`src/rtl/simmem_bank_timer.sv`:
```
// Multi-bank DRAM timing model: each bank tracks its open row and counts down the
// access cost, then offers the completed internal ID on a fixed-priority, grant-latched output.
module simmem_bank_timer #(
  parameter int AddrW          = 19,
  parameter int RowBufLenW     = 10,
  parameter int NumBanksW      = 2,
  parameter int RowHitCost     = 10,
  parameter int PrechargeCost  = 50,
  parameter int ActivationCost = 45,
  parameter bit ClosePage      = 1'b0,
  parameter int IidW           = 5,
  parameter int CntW           = 8
) (
  input  logic                    clk_i,
  input  logic                    rst_i,
  input  logic                    req_valid_i,
  output logic                    req_ready_o,
  input  logic [AddrW-1:0]        req_addr_i,
  input  logic [IidW-1:0]         req_iid_i,
  input  logic                    req_is_write_i,
  output logic                    done_valid_o,
  input  logic                    done_ready_i,
  output logic [IidW-1:0]         done_iid_o,
  output logic                    done_is_write_o,
  output logic [2**NumBanksW-1:0] bank_busy_o
);

  localparam int NumBanks = 2 ** NumBanksW;
  localparam int RowW     = AddrW - RowBufLenW - NumBanksW;

  localparam logic [CntW-1:0] LoadHit  = CntW'(RowHitCost - 1);
  localparam logic [CntW-1:0] LoadAct  = CntW'(ActivationCost + RowHitCost - 1);
  localparam logic [CntW-1:0] LoadMiss = CntW'(PrechargeCost + ActivationCost + RowHitCost - 1);

  if ((PrechargeCost + ActivationCost + RowHitCost - 1) >= (2 ** CntW)) begin : g_cntw_check
    $error("CntW too narrow for the worst-case access cost");
  end
  if (RowHitCost < 1) begin : g_hit_check
    $error("RowHitCost must be at least 1");
  end

  typedef enum logic [1:0] {ST_CLOSED, ST_OPEN, ST_BUSY, ST_DONE} bank_state_e;

  bank_state_e           state_q   [NumBanks];
  logic [CntW-1:0]       timer_q   [NumBanks];
  logic [RowW-1:0]       row_q     [NumBanks];
  logic                  row_vld_q [NumBanks];
  logic [IidW-1:0]       iid_q     [NumBanks];
  logic                  wr_q      [NumBanks];
  logic                  gnt_vld_q, gnt_vld_d;
  logic [NumBanksW-1:0]  gnt_idx_q, gnt_idx_d;

  logic [NumBanksW-1:0]  req_bank;
  logic [RowW-1:0]       req_row;
  logic [CntW-1:0]       req_load;
  logic                  accept;
  logic                  low_vld;
  logic [NumBanksW-1:0]  low_idx;
  logic [NumBanksW-1:0]  sel_idx;
  logic                  handshake;
  logic                  unused_col;

  assign req_bank   = req_addr_i[RowBufLenW +: NumBanksW];
  assign req_row    = req_addr_i[AddrW-1 : RowBufLenW+NumBanksW];
  assign unused_col = ^req_addr_i[RowBufLenW-1:0];

  assign req_ready_o = (state_q[req_bank] == ST_CLOSED) || (state_q[req_bank] == ST_OPEN);
  assign accept      = req_valid_i && req_ready_o;

  // NOTE: always_comb outputs get a default before any branch so no latch is inferred.
  always_comb begin
    req_load = LoadAct;
    if (state_q[req_bank] == ST_OPEN && row_vld_q[req_bank]) begin
      req_load = (row_q[req_bank] == req_row) ? LoadHit : LoadMiss;
    end
  end

  // Fixed priority: scanning downwards leaves the lowest DONE bank as the winner.
  always_comb begin
    low_vld = 1'b0;
    low_idx = '0;
    for (int b = NumBanks - 1; b >= 0; b--) begin
      if (state_q[b] == ST_DONE) begin
        low_vld = 1'b1;
        low_idx = NumBanksW'(b);
      end
    end
  end

  assign sel_idx         = gnt_vld_q ? gnt_idx_q : low_idx;
  assign done_valid_o    = gnt_vld_q || low_vld;
  assign done_iid_o      = done_valid_o ? iid_q[sel_idx] : '0;
  assign done_is_write_o = done_valid_o ? wr_q[sel_idx] : 1'b0;
  assign handshake       = done_valid_o && done_ready_i;

  // The grant holds a stalled winner so a lower bank finishing later cannot swap the payload.
  always_comb begin
    gnt_vld_d = gnt_vld_q;
    gnt_idx_d = gnt_idx_q;
    if (handshake) begin
      gnt_vld_d = 1'b0;
    end else if (done_valid_o) begin
      gnt_vld_d = 1'b1;
      gnt_idx_d = sel_idx;
    end
  end

  always_comb begin
    for (int b = 0; b < NumBanks; b++) begin
      bank_busy_o[b] = (state_q[b] == ST_BUSY) || (state_q[b] == ST_DONE);
    end
  end

  // NOTE: the per-bank registers are a handful of flops, so they are all reset;
  // a reset must drop in-flight requests and forget open rows anyway.
  always_ff @(posedge clk_i) begin
    if (rst_i) begin
      for (int b = 0; b < NumBanks; b++) begin
        state_q[b]   <= ST_CLOSED;
        timer_q[b]   <= '0;
        row_q[b]     <= '0;
        row_vld_q[b] <= 1'b0;
        iid_q[b]     <= '0;
        wr_q[b]      <= 1'b0;
      end
      gnt_vld_q <= 1'b0;
      gnt_idx_q <= '0;
    end else begin
      // NOTE: non-blocking assignments keep every bank reading pre-edge state.
      for (int b = 0; b < NumBanks; b++) begin
        unique case (state_q[b])
          ST_CLOSED, ST_OPEN: begin
            if (accept && req_bank == NumBanksW'(b)) begin
              state_q[b]   <= ST_BUSY;
              timer_q[b]   <= req_load;
              row_q[b]     <= req_row;
              row_vld_q[b] <= 1'b1;
              iid_q[b]     <= req_iid_i;
              wr_q[b]      <= req_is_write_i;
            end
          end
          ST_BUSY: begin
            if (timer_q[b] == '0) state_q[b] <= ST_DONE;
            else                  timer_q[b] <= timer_q[b] - 1'b1;
          end
          ST_DONE: begin
            if (handshake && sel_idx == NumBanksW'(b)) begin
              state_q[b] <= ClosePage ? ST_CLOSED : ST_OPEN;
              if (ClosePage) row_vld_q[b] <= 1'b0;
            end
          end
          default: state_q[b] <= ST_CLOSED;
        endcase
      end
      gnt_vld_q <= gnt_vld_d;
      gnt_idx_q <= gnt_idx_d;
    end
  end

endmodule

```
`config.mk`:
```
export PLATFORM = sky130hd
export DESIGN_NAME = simmem_bank_timer
export DESIGN_NICKNAME = d
export VERILOG_FILES = /design/src/rtl/simmem_bank_timer.sv
export SDC_FILE = /design/constraint.sdc
export NUM_CORES = 1
export LEC_CHECK = 0
export ABC_AREA = 1
export BUFFER_PORTS_ARGS = -buffer_cell sky130_fd_sc_hd__clkbuf_2
export CAP_MARGIN = 20
export CELL_PAD_IN_SITES_DETAIL_PLACEMENT = 1
export CELL_PAD_IN_SITES_GLOBAL_PLACEMENT = 1
export CORE_MARGIN = 4
export CORE_UTILIZATION = 40
export CTS_CLUSTER_SIZE = 30
export DETAILED_ROUTE_END_ITERATION = 8
export PLACE_DENSITY = 0.83
export SLEW_MARGIN = 20
export SYNTH_ARGS = -nofsm -noshare
export SYNTH_HDL_FRONTEND = slang
export SYNTH_SLANG_ARGS = --single-unit
```
`constraint.sdc`:
```
create_clock -name clk_i -period 4.9 [get_ports clk_i]
set_input_delay 0 -clock clk_i [delete_from_list [all_inputs] [get_ports clk_i]]
set_output_delay 0 -clock clk_i [all_outputs]
set_load 0.02 [all_outputs]
```
; ---- After elaboration in Yosys (flattened, before gate mapping)
; Memories as Yosys holds them, arrays and structs flattened.
; Index checks and enable logic that the tools add are counted.
[word_totals]
ff_bits = 3
n_memories = 6
ramBits = 96
elab_cells = 218
[mem_list]
columns = memory, depth, width, read_ports, rd_ports_with_merged_regs, write_ports, line_no
row1 = timer_q, 4, 8, 4, 0, 4, 45  ; logic [CntW-1:0] timer_q [NumBanks];
row2 = row_q, 4, 7, 1, 0, 4, 46  ; logic [RowW-1:0] row_q [NumBanks];
row3 = iid_q, 4, 5, 1, 0, 4, 48  ; logic [IidW-1:0] iid_q [NumBanks];
row4 = state_q, 4, 2, 5, 0, 4, 44  ; bank_state_e state_q [NumBanks];
row5 = row_vld_q, 4, 1, 1, 0, 4, 47  ; logic row_vld_q [NumBanks];
row6 = wr_q, 4, 1, 1, 0, 4, 49  ; logic wr_q [NumBanks];
[op_classes]
bitwise = 37
reduce_logical = 34
n_addsub = 4
n_eq_ne = 20
mux = 115
[op_table]
columns = cell, count
row1 = two-way mux 1 bit, 79
row2 = two-way mux 8 bit, 8
row3 = two-way mux 7 bit, 6
row4 = OR 1 bit, 36
row5 = two-way mux 2 bit, 17
row6 = logical NOT 8 bit, 4
row7 = "subtractor 8 x 1 -> 8 bit, second input constant", 4
row8 = two-way mux 5 bit, 5
row9 = "== test 2 bit, second input constant", 12
row10 = "== test 2 x 1 -> 1 bit, second input constant", 7
row11 = logical NOT 2 bit, 7
row12 = logical AND 1 bit, 11
row13 = OR reduction 2 bit, 5
row14 = == test 7 bit, 1
row15 = logical OR 1 bit, 6
row16 = AND reduction 2 bit, 1
row17 = NOT 1 bit, 1

; ---- Depth between registers and ports, before layout
; An unclocked memory read counts as a cell.
[logic_depth]
depth_word = 14
depth_mapped = 15

; ---- Worst setup path before layout
; Ideal clock, no wire load.
[synth_timing]
path_type = register to register
start = memory state_q[3][1] (netlist name)
end = memory timer_q[1][0], enable pin
path_buffers = 0
arrival_time_ns = 1.559
synth_period_minus_slack_ns = 1.888
stages_incl_launch_ff = 8
slack_ns = 3.012
cell_sequence = edfxtp_1 > inv_1 > o22ai_2 > nor2_8 > nand3_1 > nand2_1 > inv_1 > nand2_1
[synth_lines]
columns = item, line_no
row1 = start: declaration, 44
row2 = end: declaration, 45

==> impl_results.md <==
- CP Buf/Inv Count: 3
- Fin nets: 681
- Post-route ant nets: 0
- Pwr dens: 349 mW/mm^2
- Int Pwr: 1520 uW
- Pins over their slew limit: 0
- Min-delay worst type: input port to flop
- Filler cell count in the final layout: 1540
- Area of the die: 0.0152 sq mm
- Post-cts sizing count: 0
- TritonRoute pass-1 iters: 4
- CTS sink cnt: 99
- Lkg Pwr: 0.00274 uW
- Number of synthesized register bits: 99
- CP Data Required Time: 4.90 ns
- EDFF count, synth: 93
- Top cell type's share of synthesized area: 52.4%
- Comb power frac: 13.2%
- F_max: 386 MHz
- Crit Path Category: flop to primary output
- Min Tclk post-route: 2.59 ns
- Die extent in y: 123 um
- Status: finished clean
- Worst Path Arrival: 2.59 ns
- Critical Path End Type: primary output
- Final period utilization: 52.9%
- # diodes: 0
- CP top delay family: simple AND/OR/NAND/NOR gates
- Final hold violations: 0
- Total GRT Usage: 19.4%
- TritonCTS buffer count: 9
- Clock Skew: 0.0113 ns
- WL final: 13.7 mm
- Post-CTS Setup Inserts: 0
- Clock-pin slew on the worst setup and hold paths: 0.07 ns
- Netlist area before placement: 0.00533 sq mm
- Wire length of the first global-routing pass: 22.8 mm
- Area grow syn2layout: 11.2%
- Number of remaining DRC errors: 0
- Cell-by-cell trace of the critical path: nand2_1, inv_1, nor2_1, nand2_1, nand2_1, inv_1, nor2_1, a21oi_1, a21oi_1, clkbuf_2
- Worst-Skew Late Latency: 0.35 ns
- Synth cell count leaders: nand2_1, nor2_1, edfxtp_1
- CTS Hold Buffers Added: 1
- Most common cell in the netlist: nand2_1
- Worst slew margin: 49.9%
- P_sw: 551 uW
- H-Tree Depth: 3
- Initial antenna violation count: 0
- Layout cell share with drive strength beyond 1: 11.9%
- Die width: 123 um
- DR vias/cell: 5.12
- Most frequent cell on the critical path: nand2_1
- Synth top area cells: edfxtp_1, nand2_1, nor2_1
- Avg Inst Size Synth: 8.62 sq um
- CTS tree: done
- Core area: 0.0128 sq mm
- Worst Slack Setup Final: 2.31 ns
- GPL Wtd Cong: 0.824
- Sw Ratio: 26.7%
- DR iter-0 viols: 278
- Place WS: 2.37 ns
- Async S/R FF share, synth: 0%
- Max_cap viols: 0
- Maximum vdd drop: 0.161 mV
- Max FO, Critical Path: 7
- Port bufs: 30
- Count of cell types in the netlist: 39
- # rows: 41
- Largest net degree at the start of global routing: 22
- Routed len/inst: 16.7 um
- Clk root buf: clkbuf_16
- Yosys Warn Count: 0
- Longest Clk Path Bufs: 2
- Synthesized instance count: 618
- Crit-path max cell delay: 0.49 ns
- Initial Util: 41.5%
- Ys flop type: edfxtp_1
- Cell taking the most area after synthesis: edfxtp_1
- Detailed Place HPWL: 9.91 mm
- Sequential Power Share: 49.3%
- DR vias: 4200
- Grt ovf: 0
- Clock network fraction of total power: 37.4%
- I/O pins: 41
- Startpoint Class: flop
- Critical path's slowest cell: nor2_1
- RSZ-0062 raised after global routing: no
- Register area share after synthesis: 54.7%
- Syn Nets: 655
- Setup violators final: 0
- Vias in the first global route: 4673
- Total Negative Setup Slacks: 0 ns
- Worst slew pin tran: 0.750 ns
[path summary, 6_finish.rpt]
kind                                from                     endpoint  slack (ns)  cells past startpoint
min                         req_iid_i[0]    iid_q[0][0]$_SDFFCE_PN0P_        0.02                      3
max          state_q[1][0]$_SDFFCE_PN0P_                done_iid_o[3]        2.31                     10
max reg2reg  state_q[3][1]$_SDFFCE_PP0P_  timer_q[1][0]$_SDFFCE_PN0P_        2.57                      7
min reg2reg         row_vld_q[0]$_DFF_P_         row_vld_q[0]$_DFF_P_        0.47                      2
[state kept, by name, indices dropped and copies added (netlist names)]
register   cells
iid_q         20
state_q        8
row_vld_q      4
gnt_idx_q      2
wr_q           4
gnt_vld_q      1
row_q         28
timer_q       32
[routing by layer]
layer	wire, um	up-vias	global-route usage (%)
met5	0	-	0
met4	178	0	5.33
met3	484	14	3.75
met2	7170	57	35.3
met1	5860	2068	23.2
li1	-	2061	-
[stage by stage]
step | hold WS (ns) | cells | area, sq um | power, uW | utilization [%]
2_1_floorplan | 0.187 | 618 | 5330 | 1220 | -
3_5_place_dp | 0.338 | 804 | 5590 | 1310 | 43.6
6_report | 0.0173 | 821 | 5920 | 2070 | 46.2
5_1_grt | 0.0298 | 821 | 5920 | 2150 | 46.2
4_1_cts | 0.00777 | 821 | 5920 | 2080 | 46.2
3_3_place_gp | 0.301 | 804 | 5590 | 1290 | 43.6
[layout make-up]
cell class / count / area, sq um / share of cell area, %
Timing Repair Buffer: 31 / 160 / 2.70
Multi-Input combinational cell: 423 / 2010 / 33.9
Inverter: 80 / 303 / 5.11
Tap cell: 172 / 215 / 3.63
Sequential cell: 99 / 2910 / 49.2
Clock inverter: 7 / 97.6 / 1.65
Clock buffer: 9 / 225 / 3.80
[tightest hold or removal path, stage by stage]
cell and delay, ns:
clkbuf_2 0.08, inv_1 0.07, nor2_2 0.11
[cell usage in the layout, fill, tap and decap left out, types with 9 or more instances in the layout]
cell type | synthesis | layout
nand2_1 | 168 | 168
inv_1 | 73 | 73
nand3_1 | 29 | 29
a21oi_1 | 24 | 24
clkbuf_16 | 0 | 9
nor3_1 | 13 | 13
o21ai_0 | 20 | 20
clkbuf_2 | 0 | 30
edfxtp_1 | 93 | 93
nor2_1 | 104 | 104
[power groups by stage]
stage                     logic [uW]  registers (uW)  clock network (uW)
after floorplan                  196            1030                   0
after global placement           257            1030                   0
after detailed placement         272            1040                   0
after CTS                        277            1020                 783
after global routing             310            1030                 816
final                            274            1020                 774
[cells by family after synthesis]
group           Yosys count  synth area share (%)
flops                    99                  54.7
fa+ha+maj                 8                  1.88
xor+xnor                  9                  1.48
simple gates            343                  27.5
buf+inv                  96                  7.59
compound gates           63                  6.86
Power figures use the tool's default switching activity.
